--- src/rtl/regfile_ctrl_pkg.sv ---
// Shared types and sizing for the register-file write-back controller.
package regfile_ctrl_pkg;

    localparam int unsigned NUM_REGS   = 32;
    localparam int unsigned ADDR_W     = $clog2(NUM_REGS);
    localparam int unsigned DATA_W     = 32;
    // Consecutive ALU losses tolerated before the ALU is force-granted.
    localparam int unsigned STARVE_MAX = 3;
    localparam int unsigned STARVE_W   = $clog2(STARVE_MAX + 1);

    typedef logic [ADDR_W-1:0] reg_addr_t;
    typedef logic [DATA_W-1:0] reg_data_t;

    typedef struct packed {
        reg_addr_t rd;
        reg_data_t data;
    } wb_req_t;

    typedef enum logic [1:0] {
        GntNone,
        GntAlu,
        GntLsu
    } gnt_e;

endpackage

--- src/rtl/rf_scoreboard.sv ---
// Pending-write scoreboard: one busy bit per register plus the issue hazard compare.
module rf_scoreboard
    import regfile_ctrl_pkg::*;
(
    input  logic                clk_i,
    input  logic                rst_i,
    input  logic                iss_valid_i,
    input  logic                iss_wb_i,
    input  reg_addr_t           iss_rd_i,
    input  reg_addr_t           iss_rs1_i,
    input  reg_addr_t           iss_rs2_i,
    output logic                iss_stall_o,
    input  logic                clr_en_i,
    input  reg_addr_t           clr_addr_i,
    output logic [NUM_REGS-1:0] busy_o
);

    logic [NUM_REGS-1:0] busy_q, busy_d;
    logic                set_en;

    // Hazard detect and reservation of the destination on a successful issue.
    always_comb begin
        iss_stall_o = iss_valid_i &
                      (busy_q[iss_rs1_i] | busy_q[iss_rs2_i] | (iss_wb_i & busy_q[iss_rd_i]));
        set_en      = iss_valid_i & ~iss_stall_o & iss_wb_i & (iss_rd_i != '0);
    end

    // Next busy vector: clear first so a same-cycle reservation of that register wins.
    always_comb begin
        busy_d = busy_q;
        if (clr_en_i) begin
            busy_d[clr_addr_i] = 1'b0;
        end
        if (set_en) begin
            busy_d[iss_rd_i] = 1'b1;
        end
        busy_d[0] = 1'b0;
    end

    // Busy register with synchronous reset.
    always_ff @(posedge clk_i) begin
        if (rst_i) begin
            busy_q <= '0;
        end else begin
            busy_q <= busy_d;
        end
    end

    assign busy_o = busy_q;

endmodule

--- src/rtl/regfile_wb_ctrl.sv ---
// Write-back controller: arbitrates ALU/LSU onto the single regfile write port,
// registers the write, and tracks pending destinations to stall hazardous issue.
module regfile_wb_ctrl
    import regfile_ctrl_pkg::*;
(
    input  logic                clk_i,
    input  logic                rst_i,
    input  logic                iss_valid_i,
    input  logic                iss_wb_i,
    input  logic [ADDR_W-1:0]   iss_rd_i,
    input  logic [ADDR_W-1:0]   iss_rs1_i,
    input  logic [ADDR_W-1:0]   iss_rs2_i,
    output logic                iss_stall_o,
    input  logic                alu_valid_i,
    input  logic [ADDR_W-1:0]   alu_rd_i,
    input  logic [DATA_W-1:0]   alu_data_i,
    output logic                alu_ready_o,
    input  logic                lsu_valid_i,
    input  logic [ADDR_W-1:0]   lsu_rd_i,
    input  logic [DATA_W-1:0]   lsu_data_i,
    output logic                lsu_ready_o,
    output logic                reg_wr_en_o,
    output logic [ADDR_W-1:0]   rd_addr_o,
    output logic [DATA_W-1:0]   wr_data_o,
    output logic [NUM_REGS-1:0] busy_o
);

    localparam logic [STARVE_W-1:0] StarveLimit = STARVE_W'(STARVE_MAX);

    gnt_e                gnt;
    wb_req_t             alu_req, lsu_req, sel_req;
    logic [STARVE_W-1:0] starve_q, starve_d;
    logic                wr_en_q, wr_en_d;
    wb_req_t             out_q, out_d;

    assign alu_req = '{rd: alu_rd_i, data: alu_data_i};
    assign lsu_req = '{rd: lsu_rd_i, data: lsu_data_i};

    // Arbiter: LSU has priority except when the ALU has lost StarveLimit times in a row.
    always_comb begin
        gnt = GntNone;
        if (alu_valid_i && (!lsu_valid_i || starve_q == StarveLimit)) begin
            gnt = GntAlu;
        end else if (lsu_valid_i) begin
            gnt = GntLsu;
        end
    end

    assign alu_ready_o = (gnt == GntAlu);
    assign lsu_ready_o = (gnt == GntLsu);

    // Starvation counter and write-port register next state.
    always_comb begin
        starve_d = starve_q;
        wr_en_d  = 1'b0;
        out_d    = out_q;
        sel_req  = '0;
        unique case (gnt)
            GntAlu: begin
                sel_req  = alu_req;
                starve_d = '0;
            end
            GntLsu: begin
                sel_req = lsu_req;
                if (alu_valid_i && starve_q != StarveLimit) begin
                    starve_d = starve_q + STARVE_W'(1);
                end
            end
            default: ;
        endcase
        // x0 writes are accepted but never reach the regfile.
        if (gnt != GntNone && sel_req.rd != '0) begin
            wr_en_d = 1'b1;
            out_d   = sel_req;
        end
    end

    // State registers with synchronous reset; a grant in flight is dropped.
    always_ff @(posedge clk_i) begin
        if (rst_i) begin
            starve_q <= '0;
            wr_en_q  <= 1'b0;
            out_q    <= '0;
        end else begin
            starve_q <= starve_d;
            wr_en_q  <= wr_en_d;
            out_q    <= out_d;
        end
    end

    assign reg_wr_en_o = wr_en_q;
    assign rd_addr_o   = out_q.rd;
    assign wr_data_o   = out_q.data;

    // The registered write clears the busy bit, so it is low two cycles after the grant.
    rf_scoreboard u_scoreboard (
        .clk_i       (clk_i),
        .rst_i       (rst_i),
        .iss_valid_i (iss_valid_i),
        .iss_wb_i    (iss_wb_i),
        .iss_rd_i    (iss_rd_i),
        .iss_rs1_i   (iss_rs1_i),
        .iss_rs2_i   (iss_rs2_i),
        .iss_stall_o (iss_stall_o),
        .clr_en_i    (wr_en_q),
        .clr_addr_i  (out_q.rd),
        .busy_o      (busy_o)
    );

    // Protocol check: a write-back must target a register that issue reserved.
    always_ff @(posedge clk_i) begin
        if (!rst_i && gnt != GntNone && sel_req.rd != '0) begin
            assert (busy_o[sel_req.rd])
            else $error("regfile_wb_ctrl: write-back to non-busy register x%0d", sel_req.rd);
        end
    end

endmodule

--- config.mk ---
export PLATFORM = sky130hd
export DESIGN_NAME = regfile_wb_ctrl
export DESIGN_NICKNAME = d
export VERILOG_FILES = /design/src/rtl/regfile_ctrl_pkg.sv /design/src/rtl/rf_scoreboard.sv /design/src/rtl/regfile_wb_ctrl.sv
export SDC_FILE = /design/constraint.sdc
export NUM_CORES = 1
export LEC_CHECK = 0
export ABC_AREA = 1
export CELL_PAD_IN_SITES_DETAIL_PLACEMENT = 1
export CELL_PAD_IN_SITES_GLOBAL_PLACEMENT = 1
export CORE_ASPECT_RATIO = 0.6
export CORE_MARGIN = 2
export CORE_UTILIZATION = 31
export CTS_CLUSTER_DIAMETER = 150
export DETAILED_ROUTE_END_ITERATION = 8
export PLACE_DENSITY_LB_ADDON = 0.25
export SYNTH_ARGS = -nofsm -noshare
export SYNTH_HDL_FRONTEND = slang
export SYNTH_SLANG_ARGS = --single-unit
--- constraint.sdc ---
create_clock -name clk_i -period 5.3 [get_ports clk_i]
set_input_delay 1.06 -clock clk_i [delete_from_list [all_inputs] [get_ports clk_i]]
set_output_delay 1.06 -clock clk_i [all_outputs]
set_load 0.01 [all_outputs]
==> Yosys cells after proc, flatten, opt, wreduce, memory -nomap -nowiden <==
Index checks and enable logic that the tools add are counted.
{ "op_classes": {"shift": 0, "n_mul": 0, "div": 0, "reduce_logical": 12, "muxes": 18, "bitwise_logic": 11, "eq_ne": 5, "n_lt_le_gt_ge": 6, "n_addsub": 1} }
{ "op_table": {"columns": ["cell", "count"], "rows": [
  ["$pmux W37 S2", 1],
  ["$mux W32", 2],
  ["$and A32 B32 Y32", 1],
  ["$not A32 Y32", 1],
  ["$or A32 B32 Y32", 1],
  ["$lt A5 B6 Y1 const B", 4],
  ["$bmux W1 S5", 3],
  ["$demux W1 S5", 2],
  ["$ge A5 B1 Y1 const B", 2],
  ["$reduce_bool A5 Y1", 2],
  ["$mux W1", 6],
  ["$mux W2", 3],
  ["$and A1 B1 Y1", 5],
  ["$logic_and A1 B1 Y1", 5],
  ["$eq A2 B2 Y1 const B", 2],
  ["$pmux W2 S2", 1],
  ["$reduce_bool A2 Y1", 2],
  ["$add A2 B1 Y2 const B", 1],
  ["$eq A2 B1 Y1 const B", 1],
  ["$ne A2 B1 Y1 const B", 1],
  ["$ne A2 B2 Y1 const B", 1],
  ["$or A1 B1 Y1", 2],
  ["$reduce_and A2 Y1", 1],
  ["$logic_not A1 Y1", 1],
  ["2 further kinds", 2]
]} }
{ "totals": {"memories": 0, "ff_bits": 72, "latchBits": 0, "output_inout_bits": 73, "ram_bits": 0, "rom_bits": 0} }

==> Longest topological paths before layout <==
Gate-level depths: netlist (run 1).
{ "logic_depth": {"ltp_word": 10, "mapped_depth": 15, "depth_no_buf": 12} }

==> By module <==
A second synthesis (run 1) with hierarchy kept.
{ "hier_totals": {"hier_cells": 765, "area_unflattened_um2": 4634.4} }
{ "by_module_without_submodules": {"columns": ["mod", "cells_per_inst", "seq_area_each_um2", "area_per_inst_um2", "n_inst"], "rows": [
  ["rf_scoreboard", 461, 620.6, 2557.5, 1],
  ["regfile_wb_ctrl", 304, 800.8, 2077.0, 1]
]} }

==> Worst setup path after synthesis (run 1) <==
OpenSTA, ideal clock, no wires.
{ "synth_path": {"path_type": "input to output", "start": "in iss_rd_i[0]", "end": "out iss_stall_o", "arrival_time_ns": 2.166, "path_stages": 11, "n_path_buf": 2, "slack_ns": 2.074, "t_required_ns": 4.240, "cell_sequence": "buf_4 -> buf_6 -> o21ai_0 -> nand2_1 -> nand2_1 -> nand2_1 -> nand2_1 -> nor2_1 -> a21boi_1 -> o21ai_0 -> inv_1"} }
{ "synth_via": {"elab_chain_cells": 5} }
{ "synth_lines": {"columns": ["item", "line_no", "source"], "rows": [
  ["start, declared", "regfile_wb_ctrl.sv:10", "input logic [ADDR_W-1:0] iss_rd_i,"],
  ["$bmux W1 S5", "rf_scoreboard.sv:24", "(busy_q[iss_rs1_i] | busy_q[iss_rs2_i] | (iss_wb_i & busy_q[iss_rd_i]));"],
  ["$mux W1 (implied by the code)", "rf_scoreboard.sv:24", null],
  ["$and A1 B1 Y1", "rf_scoreboard.sv:24", null],
  ["$or A1 B1 Y1", "rf_scoreboard.sv:24", null],
  ["$and A1 B1 Y1", "rf_scoreboard.sv:23", "iss_stall_o = iss_valid_i &"],
  ["end, declared", "regfile_wb_ctrl.sv:13", "output logic iss_stall_o,"]
]} }
Every way passes these cells. The select of a mux whose other input is x is not followed.

==> Worst setup path in the final report (run 1) <==
{ "layout_path": {"start": "in iss_rs1_i[0]", "end": "out iss_stall_o"} }
{ "layout_via": {"elab_chain_cells": 5} }
{ "layout_lines": {"columns": ["item", "line_no", "source"], "rows": [
  ["start, declared", "regfile_wb_ctrl.sv:11", "input logic [ADDR_W-1:0] iss_rs1_i,"],
  ["$bmux W1 S5", "rf_scoreboard.sv:24", null],
  ["$mux W1 (implied by the code)", "rf_scoreboard.sv:24", null],
  ["$or A1 B1 Y1 (2 in series)", "rf_scoreboard.sv:24", null],
  ["$and A1 B1 Y1", "rf_scoreboard.sv:23", null]
]} }
Every way passes these cells. The select of a mux whose other input is x is not followed.

==> flow_metrics.env, run 1 <==
export IMPL_status="finished, final reports clean"
export IMPL_drive_gt1_frac=0.0320
export IMPL_cp_end_kind="output pin"
export IMPL_fp_coreArea_um2=13500
export IMPL_wl_mm=18.9
export IMPL_timing_hold_ws_ns=0.479
export IMPL_syn_area_um2=4240
export IMPL_synth_edf_count=0
export IMPL_cts_setup_buffers=0
export IMPL_grt_total_usage=0.259
export IMPL_grt_antenna_before_repair=0
export IMPL_synth_most_common_cell="nand2_1"
export IMPL_critPathArrivalTime_ns=3.50
export IMPL_cpPeakStageDelay_ns=0.47
export IMPL_die_area_um2=14700
export IMPL_tns_ns=0
export IMPL_netlist_instances=696
export IMPL_hold_violations=0
export IMPL_grt_pass1_wl_mm=29.6
export IMPL_drc=0
export IMPL_synth_nets=792
export IMPL_root_buffer="clkbuf_16"
export IMPL_grt_pass1_vias=5428
export IMPL_wire_per_inst_um=18.6
export IMPL_cts_tree="done"
export IMPL_start_kind="input pin"
export IMPL_dp_hpwl_mm=14.2
export IMPL_power_density_nw_per_um2=243
export IMPL_yosysTopAreaCell="dfxtp_1"
export IMPL_finClkSkew_ns=0.00952
export IMPL_synth_warnings=0
export IMPL_cts_htree_levels=3
export IMPL_place_ws_ns=0.782
export IMPL_criticalPathCategory="in2out"
export IMPL_synth_avg_cell_area_um2=6.09
export IMPL_synth_cell_types=24
export IMPL_hold_class="reg2reg"
export IMPL_cp_slowest_cell="clkdlybuf4s50_1"
export IMPL_cts_made_buffers=9
export IMPL_row_count=33
export IMPL_cts_max_path_buffers=2
export IMPL_max_slew_margin_rel=0.352
export IMPL_power_leakage_nw=2.40
export IMPL_grt_ovfl_total=0
export IMPL_diodes=0
export IMPL_area_delta_synth_final_pct=47.0
export IMPL_hold_depth=2
export IMPL_worst_r2r_path_depth=11
export IMPL_finalSetupViolations=0
export IMPL_die_h_um=94.6
export IMPL_initial_utilization=0.314
export IMPL_ys_seq_elements=71
export IMPL_rsz0062_at_grt="false"
export IMPL_post_route_period_util=0.860
export IMPL_fillers=1772
export IMPL_yosys_top_cells_count="nand2_1 (212), nand3_1 (99), o21ai_0 (76), dfxtp_1 (71), inv_1 (63)"
export IMPL_fin_crit_ns=4.56
export IMPL_ys_flop_type="dfxtp_1"
export IMPL_dr_first_iter_drc_count=438
export IMPL_cts_sinks=71
export IMPL_max_freq_ghz=0.219
export IMPL_cp_max_fo=20
export IMPL_ant_nets=0
export IMPL_worstPathCellList="clkdlybuf4s50_1, buf_4, inv_1, or2_2, nand2_1, nand3_1, nand3_1, nand3_1, nand2_1, nand2_1, o21ai_0, inv_1, clkdlybuf4s50_1"
export IMPL_clk_pin_slew_worst_paths_ns=0.06
export IMPL_async_flop_share=0
export IMPL_synthTopCellsByArea="dfxtp_1 (34%), nand2_1 (19%), nand3_1 (12%)"
export IMPL_dr_pass1_iters=4
export IMPL_ctsResizeCount=0
export IMPL_worstPathRequired_ns=4.24
export IMPL_num_vias=5353
export IMPL_die_x_um=155
export IMPL_finalNetCount=934
export IMPL_fin_ws_ns=0.740
export IMPL_port_buffers=166
export IMPL_avgViaCountPerCell=5.26
export IMPL_ioPinCount=168
export IMPL_final_max_slew_viol_count=0
export IMPL_gp_congestion=0.953
export IMPL_max_cap_violations=0
export IMPL_grt_start_max_net_pins=55
export IMPL_ys_seq_area_frac=0.335
export IMPL_tightest_slew_ns=0.971
export IMPL_fin_util=0.462
export IMPL_yosysTopAreaCellShare=0.335
export IMPL_cts_hold_buf=0
export IMPL_ir_drop_v=0.000129
export IMPL_insertion_delay_ns=0.34
-- flip-flops by register name, summed over array words and instances, names as in the netlist --
register,cells
rd_addr_o,5
u_scoreboard.busy_o,31
wr_data_o,32
starve_q,2
reg_wr_en_o,1
-- worst paths after layout --
check | from | end | slack (ns)
worst max-delay path | iss_rs1_i[0] | iss_stall_o | 0.74
worst min register to register | starve_q[1]$_SDFFE_PP0P_ | starve_q[1]$_SDFFE_PP0P_ | 0.48
worst max register to register | starve_q[0]$_SDFFE_PP0P_ | wr_data_o[15]$_SDFFE_PP0P_ | 2.48
worst min-delay path | starve_q[1]$_SDFFE_PP0P_ | starve_q[1]$_SDFFE_PP0P_ | 0.48
-- layer usage --
metal,global-route usage,vias to the layer above,routed length [um]
li1,-,2576,-
met1,0.354,2571,8960
met2,0.409,170,8300
met3,0.0546,36,1240
met4,0.0841,0,443
met5,0,-,0
-- worst max-delay path: cells and delay by family --
kind                   cells  cell delay, ns
buffers and inverters      5            1.45
and+or+nand+nor            7            0.81
AOI/OAI and AO/OA          1            0.18
-- per-stage QoR --
step / area (um^2) / total power (W) / cells
final: 6230 / 0.00151 / 1018
after global routing: 6230 / 0.00158 / 1018
after CTS: 6230 / 0.00152 / 1018
after detailed placement: 5940 / 0.000910 / 1002
after global placement: 5940 / 0.000898 / 1002
after floorplan: 4240 / 0.000743 / 696
-- cells in the final DEF (no fill, tap or decap), drive strengths merged --
cell type        n
inv             68
o21ai           80
a21boi           1
a31oi           32
ha               1
conb             1
clkinvlp         1
buf              6
dfxtp           71
bufinv           1
nor3             8
nand3           99
nand3b           1
clkdlybuf4s50  166
o211ai           1
a21oi           36
or2              1
nand2          212
clkinv           2
nor2            45
clkbuf          10
-- cell families (layout without fill, tap and decap cells) --
| family | count (synthesis) | after routing | share of synthesized area |
|---|---|---|---|
| and+or+nand+nor | 366 | 366 | 0.359 |
| other | 1 | 1 | 0.000885 |
| AOI/OAI and AO/OA | 150 | 150 | 0.188 |
| DFF | 71 | 71 | 0.335 |
| buffers and inverters | 107 | 254 | 0.114 |
| adders and majority gates | 1 | 1 | 0.00295 |
-- power breakdown --
group | total (W) | switching, W | internal [W]
logic | 0.000318 | 0.000167 | 0.000151
registers | 0.000581 | 0.0000189 | 0.000563
clock network | 0.000615 | 0.000247 | 0.000368
-- area by class of cell --
class / instances / area [um^2] / share of cell area
Multi-Input combinational cell: 518 / 2340 / 0.375
Timing Repair Buffer: 172 / 1710 / 0.274
Sequential cell: 71 / 1420 / 0.228
Inverter: 66 / 250 / 0.0401
Clock buffer: 10 / 229 / 0.0367
Tap cell: 175 / 219 / 0.0351
Clock inverter: 6 / 68.8 / 0.0110
Power figures use the tool's default switching activity.
==> run 2: changes to the inputs <==
--- a/config.mk
+++ b/config.mk
@@ -6,6 +6,7 @@
 export NUM_CORES = 1
 export LEC_CHECK = 0
 export ABC_AREA = 1
+export CAP_MARGIN = 15
 export CELL_PAD_IN_SITES_DETAIL_PLACEMENT = 1
 export CELL_PAD_IN_SITES_GLOBAL_PLACEMENT = 1
 export CORE_ASPECT_RATIO = 0.6
==> results of run 2 <==
No change in the layout: final DEF, timing and power equal those of run 1.
==> run 3: changes to the inputs <==
--- a/config.mk
+++ b/config.mk
@@ -5,15 +5,16 @@
 export SDC_FILE = /design/constraint.sdc
 export NUM_CORES = 1
 export LEC_CHECK = 0
-export ABC_AREA = 1
+export ABC_AREA = 0
 export CAP_MARGIN = 15
 export CELL_PAD_IN_SITES_DETAIL_PLACEMENT = 1
 export CELL_PAD_IN_SITES_GLOBAL_PLACEMENT = 1
 export CORE_ASPECT_RATIO = 0.6
 export CORE_MARGIN = 2
-export CORE_UTILIZATION = 31
+export CORE_UTILIZATION = 35
 export CTS_CLUSTER_DIAMETER = 150
 export DETAILED_ROUTE_END_ITERATION = 8
+export HOLD_SLACK_MARGIN = 0.1
 export PLACE_DENSITY_LB_ADDON = 0.25
 export SYNTH_ARGS = -nofsm -noshare
 export SYNTH_HDL_FRONTEND = slang
==> flow_metrics.env, run 3 <==
export IMPL_power_leakage_nw=2.28
export IMPL_synth_most_common_cell="nand2_1"
export IMPL_wire_per_inst_um=22.2
export IMPL_synth_nets=712
export IMPL_place_ws_ns=0.212
export IMPL_finalSetupViolations=0
export IMPL_criticalPathCategory="in2out"
export IMPL_grt_ovfl_total=0
export IMPL_cts_setup_buffers=0
export IMPL_dr_first_iter_drc_count=434
export IMPL_root_buffer="clkbuf_16"
export IMPL_row_count=32
export IMPL_initial_utilization=0.363
export IMPL_ant_nets=0
export IMPL_fillers=1551
export IMPL_die_area_um2=14400
export IMPL_grt_total_usage=0.280
export IMPL_yosysTopAreaCell="dfxtp_1"
export IMPL_clk_pin_slew_worst_paths_ns=0.06
export IMPL_die_h_um=93.8
export IMPL_worst_r2r_path_depth=6
export IMPL_cp_end_kind="output pin"
export IMPL_cp_max_fo=7
export IMPL_synth_edf_count=0
export IMPL_worstPathCellList="clkdlybuf4s50_1, mux4_2, mux4_2, a2bb2oi_1, a211o_1, o21a_1, clkdlybuf4s50_1"
export IMPL_rsz0062_at_grt="false"
export IMPL_gp_congestion=0.899
export IMPL_area_delta_synth_final_pct=43.7
export IMPL_wl_mm=20.3
export IMPL_status="finished, final reports clean"
export IMPL_final_cell_mix="clkdlybuf4s50_1 (165), nand2_1 (84), dfxtp_1 (71)"
export IMPL_drc=0
export IMPL_max_cap_violations=0
export IMPL_startpoint="iss_rs1_i[2]"
export IMPL_power_frac_clock=0.415
export IMPL_yosysTopAreaCellShare=0.302
export IMPL_cts_made_buffers=9
export IMPL_worstPathRequired_ns=4.24
export IMPL_synth_cell_types=52
export IMPL_r2r_slack_ns=2.58
export IMPL_dr_pass1_iters=4
export IMPL_p_sw_w=0.000466
export IMPL_synth_warnings=0
export IMPL_cpPeakStageDelay_ns=0.75
export IMPL_critPathArrivalTime_ns=4.04
export IMPL_hold_violations=0
export IMPL_hold_path_end="starve_q[1]$_SDFFE_PP0P_"
export IMPL_ir_drop_v=0.000145
export IMPL_power_density_nw_per_um2=240
export IMPL_r2r_start="u_scoreboard.busy_o[30]$_SDFF_PP0_"
export IMPL_dp_hpwl_mm=14.9
export IMPL_tightest_slew_ns=0.840
export IMPL_die_x_um=154
export IMPL_cts_hold_buf=0
export IMPL_hold_depth=2
export IMPL_finalNetCount=836
export IMPL_fin_ws_ns=0.203
export IMPL_grt_pass1_wl_mm=31.6
export IMPL_cts_max_path_buffers=2
export IMPL_start_kind="input pin"
export IMPL_diodes=0
export IMPL_cts_htree_levels=3
export IMPL_insertion_delay_ns=0.34
export IMPL_p_sw_frac=0.287
export IMPL_ys_seq_elements=71
export IMPL_hold_class="reg2reg"
export IMPL_final_max_slew_viol_count=0
export IMPL_synthTopCellsByArea="dfxtp_1 (30%), mux4_2 (7.2%), nand2_1 (6.7%)"
export IMPL_avgViaCountPerCell=6.07
export IMPL_ys_flop_type="dfxtp_1"
export IMPL_fp_coreArea_um2=13000
export IMPL_max_slew_margin_rel=0.439
export IMPL_grt_pass1_vias=5587
export IMPL_cts_tree="done"
export IMPL_syn_area_um2=4710
export IMPL_seqPwrFrac=0.359
export IMPL_netlist_instances=616
export IMPL_async_flop_share=0
export IMPL_yosys_top_cells_count="nand2_1 (84), dfxtp_1 (71), clkbuf_1 (52), o21ai_0 (50), nand3_1 (40)"
export IMPL_drive_gt1_frac=0.0805
export IMPL_grt_start_max_net_pins=72
export IMPL_post_route_period_util=0.962
export IMPL_cp_slowest_cell="clkdlybuf4s50_1"
export IMPL_grt_antenna_before_repair=1
export IMPL_synth_avg_cell_area_um2=7.64
export IMPL_cts_sinks=71
export IMPL_port_buffers=166
export IMPL_hp_start="starve_q[1]$_SDFFE_PP0P_"
export IMPL_comb_power_share=0.226
export IMPL_ctsResizeCount=0
export IMPL_largest_register_ffs=32
export IMPL_max_freq_ghz=0.196
export IMPL_internal_power_w=0.00116
export IMPL_worst_r2r_endpoint="u_scoreboard.busy_o[2]$_SDFF_PP0_"
export IMPL_ioPinCount=168
export IMPL_fin_crit_ns=5.10
export IMPL_layout_commonest_cell="clkdlybuf4s50_1"
export IMPL_finClkSkew_ns=0.0105
export IMPL_tns_ns=0
export IMPL_ys_seq_area_frac=0.302
export IMPL_num_vias=5555
run 3: changes by cell type in the layout (fill, tap and decap cells not counted), sizes merged, moves of 28 or more:
cell,before,now
nor3,8,38
nand2,212,84
a21oi,36,4
nor2,45,13
nand3,99,40
nor4,0,32
inv,68,7
o21ai,80,51
o31ai,0,28
run 3: power by group through the flow:
| stage | Combinational (W) | Clock [W] | Sequential, W |
|---|---|---|---|
| after floorplan | 0.000173 | 0 | 0.000599 |
| after global placement | 0.000352 | 0 | 0.000594 |
| after detailed placement | 0.000362 | 0 | 0.000596 |
| after CTS | 0.000364 | 0.000680 | 0.000584 |
| after global routing | 0.000396 | 0.000706 | 0.000588 |
| final | 0.000367 | 0.000675 | 0.000585 |
run 3: kinds of logic (layout without fill, tap and decap cells):
| group | Yosys count | count (layout) | synth area share |
|---|---|---|---|
| compound gates | 146 | 146 | 0.200 |
| fa+ha+maj | 1 | 1 | 0.00266 |
| buf+inv | 77 | 206 | 0.0640 |
| flops | 71 | 71 | 0.302 |
| mux | 33 | 33 | 0.111 |
| other cells | 1 | 1 | 0.000796 |
| simple gates | 287 | 287 | 0.320 |
run 3: final cells by class:
cell class,instances,area (um^2),area share
Inverter,8,30.0,0.00444
Timing Repair Buffer,182,1780,0.263
Multi-Input combinational cell,468,2990,0.442
Tap cell,170,213,0.0314
Sequential cell,71,1420,0.210
Clock buffer,10,239,0.0353
Clock inverter,6,93.8,0.0139
run 3: metrics by stage:
step,hold slack [ns],power [W],cells,utilization,area (um^2)
2_1_floorplan,0.436,0.000772,616,-,4710
3_3_place_gp,0.444,0.000946,899,0.496,6430
3_5_place_dp,0.462,0.000958,899,0.496,6430
4_1_cts,0.473,0.00163,915,0.522,6770
5_1_grt,0.486,0.00169,915,0.522,6770
6_report,0.474,0.00163,915,0.522,6770
run 3: critical path: cells and delay by family:
family | cells | cell delay, ns
AO/OA/AOI/OAI | 3 | 0.72
buffers and inverters | 2 | 1.22
multiplexers | 2 | 1.03
run 3: per-layer routing:
| layer | GRT usage | part of all wire | up-vias |
|---|---|---|---|
| li1 | - | - | 2559 |
| met1 | 0.409 | 0.48 | 2733 |
| met2 | 0.425 | 0.43 | 235 |
| met3 | 0.0567 | 0.075 | 28 |
| met4 | 0.0596 | 0.016 | 0 |
| met5 | 0 | 0 | - |
run 3: worst max-delay path by stage:
stage	end	slack, ns	cells after the start
3_5_place_dp	iss_stall_o	0.21	7
5_1_grt	iss_stall_o	0.09	7
4_1_cts	iss_stall_o	0.20	7
2_1_floorplan	iss_stall_o	1.21	7
6_report	iss_stall_o	0.20	7
3_3_place_gp	iss_stall_o	0.25	7
==> edit, RTL diff (config.mk and constraints of run 3) <==
Reset style: asynchronous (`rst_i`), changed in 2 clocked blocks. Comments in the files are not updated.
--- a/src/rtl/rf_scoreboard.sv
+++ b/src/rtl/rf_scoreboard.sv
@@ -40,3 +40,3 @@
     // Busy register with synchronous reset.
-    always_ff @(posedge clk_i) begin
+    always_ff @(posedge clk_i or posedge rst_i) begin
         if (rst_i) begin
--- a/src/rtl/regfile_wb_ctrl.sv
+++ b/src/rtl/regfile_wb_ctrl.sv
@@ -78,3 +78,3 @@
     // State registers with synchronous reset; a grant in flight is dropped.
-    always_ff @(posedge clk_i) begin
+    always_ff @(posedge clk_i or posedge rst_i) begin
         if (rst_i) begin
Formal check against the unedited RTL: differs if rst_i is asserted again (counterexample within 4 cycles, from zero or initial values and one cycle with rst_i high); with rst_i held inactive, the same outputs for 4 cycles.
==> edit against run 3 <==
  * Global-route usage fell by 0.81 points
  * Final area fell by 6.5%
  * Area after synthesis fell by 10%
  * Setup slack improved by 240 ps
  * Core utilization rose by 2.7 points
  * Sequential cell count did not move
  * Wire length fell by 15%
  * Critical endpoint unchanged
  * Highest routed layer is now met5
Power is not compared: it rests on default switching activity, and its combinational part moved more than twofold at a synthesized area within 25%.
==> edit: results (changes against run 3) <==
| Metric | Value |
|---|---|
| Outcome | `finished clean` |
| Adder-Cell Fraction of Synth Area | `0.002969 (+0.0003117)` |
| Met3 WL | `1.296 mm (-14%)` |
| Die ar. | `12960 um^2 (-10%)` |
| Via-to-Cell Ratio | `5.811 (-4.3%)` |
| Max-slew headroom | `0.3504 (-0.08834)` |
| Post-synth net total | `569 (-20%)` |
| NonClk Buf Share | `0.2734 (+0.01087)` |
| Seq/Total Area, Yosys | `0.4216 (+0.1197)` |
| Synthesized netlist cell count | `473 (-23%)` |
| CP max FO | `13 (+6)` |
| FMAX | `0.2059 GHz (+5.0%)` |
| Wire length on met2 | `7.765 mm (-11%)` |
| Largest net degree at the start of global routing | `46 (-36%)` |
| Average wire per standard cell | `21.80 um (-1.7%)` |
| Worst r2r path cells | `8 (+2)` |
| Post-synth ARST share | `1.000 (+1.000)` |
| Reg2reg start | `starve_q[0]` |
| DP Area | `6012 um^2 (-6.6%)` |
| Fillcell total | `1319 (-15%)` |
| Hold wc startpoint | `wr_data_o[25]` |
| Clk sinks | `71 (unchanged)` |
| Flop2flop setup slack | `2470 ps (-110 ps)` |
| Placed cells | `775 (-14%)` |
| Vias in the first global route | `4864 (-13%)` |
| Detailed placement HPWL | `12.93 mm (-13%)` |
| Initial DRC count | `359 (-17%)` |
| GP Congestion | `0.9383 (+4.4%)` |
| Clk_skew | `4.268 ps (-6.263 ps)` |
| Met1 Use GR | `0.3706 (-0.03877)` |
| Reg-to-Reg End | `wr_data_o[24]` |
| Sequential cell area share | `0.2810 (+0.07091)` |
| Overall Global Routing Usage | `0.2716 (-0.008123)` |
| Compound-gate portion of the synthesized area | `0.2334 (+0.03380)` |
| Worst Hold End | `wr_data_o[25]` |
| CP arrival | `3800 ps (-240 ps)` |
| Clock buffers | `9 (-1)` |
| Number of distinct library cells after synthesis | `44 (-15%)` |
| Non-clock buffers | `175 (-3.8%)` |
| Multi-input gate area | `2268 um^2 (-24%)` |
| Final WL | `17.22 mm (-15%)` |
| First-pass GRT wire length | `26.95 mm (-15%)` |
| GR Util met2 | `0.4390 (+0.01422)` |
| WL met1 | `7.886 mm (-19%)` |
| Multi-input gates | `359 (-23%)` |
| Final core utilization | `0.5488 (+0.02715)` |
| Clock-cell share | `0.04927 (+0.00008159)` |
| Highest Signal Layer | `met5` |
| Commonest cells in the netlist | `dfrtp_1 (71), nor2_1 (49), a21oi_1 (35), nand3_1 (35)` |
| Pre-CTS setup slack | `488.1 ps (+276.2 ps)` |
| Non-clock inverters | `10 (+2)` |
| Net count, final | `722 (-14%)` |
| Worst hold slack | `529.3 ps (+55.16 ps)` |
[edit: cell count changes in the layout (fill, tap and decap cells not counted), sizes merged, moves of 28 or more]
cell   before  now
a21oi       4   35
nand2      84   32
nor2       13   49
dfxtp      71    0
o31ai      28    0
nor4       32    3
a22oi       1   32
a31oi      38    1
dfrtp       0   71
nor3       38    4
[edit: cells by family after synthesis]
group                    count (synthesis)
AO/OA/AOI/OAI                          161
buffers and inverters                   43
multiplexers                            33
other                                    1
AND/OR/NAND/NOR                        163
adder cells (fa/ha/maj)                  1
flip-flops                              71
[edit: how the worst max path moves through the flow]
stage	from	end	depth (start not counted)
finish	iss_rs1_i[2]	iss_stall_o	8
global route	iss_rs1_i[2]	iss_stall_o	8
CTS	iss_rs1_i[2]	iss_stall_o	8
detailed placement	iss_rs1_i[2]	iss_stall_o	8
global placement	iss_rs2_i[2]	iss_stall_o	9
floorplan	iss_rs1_i[0]	iss_stall_o	7
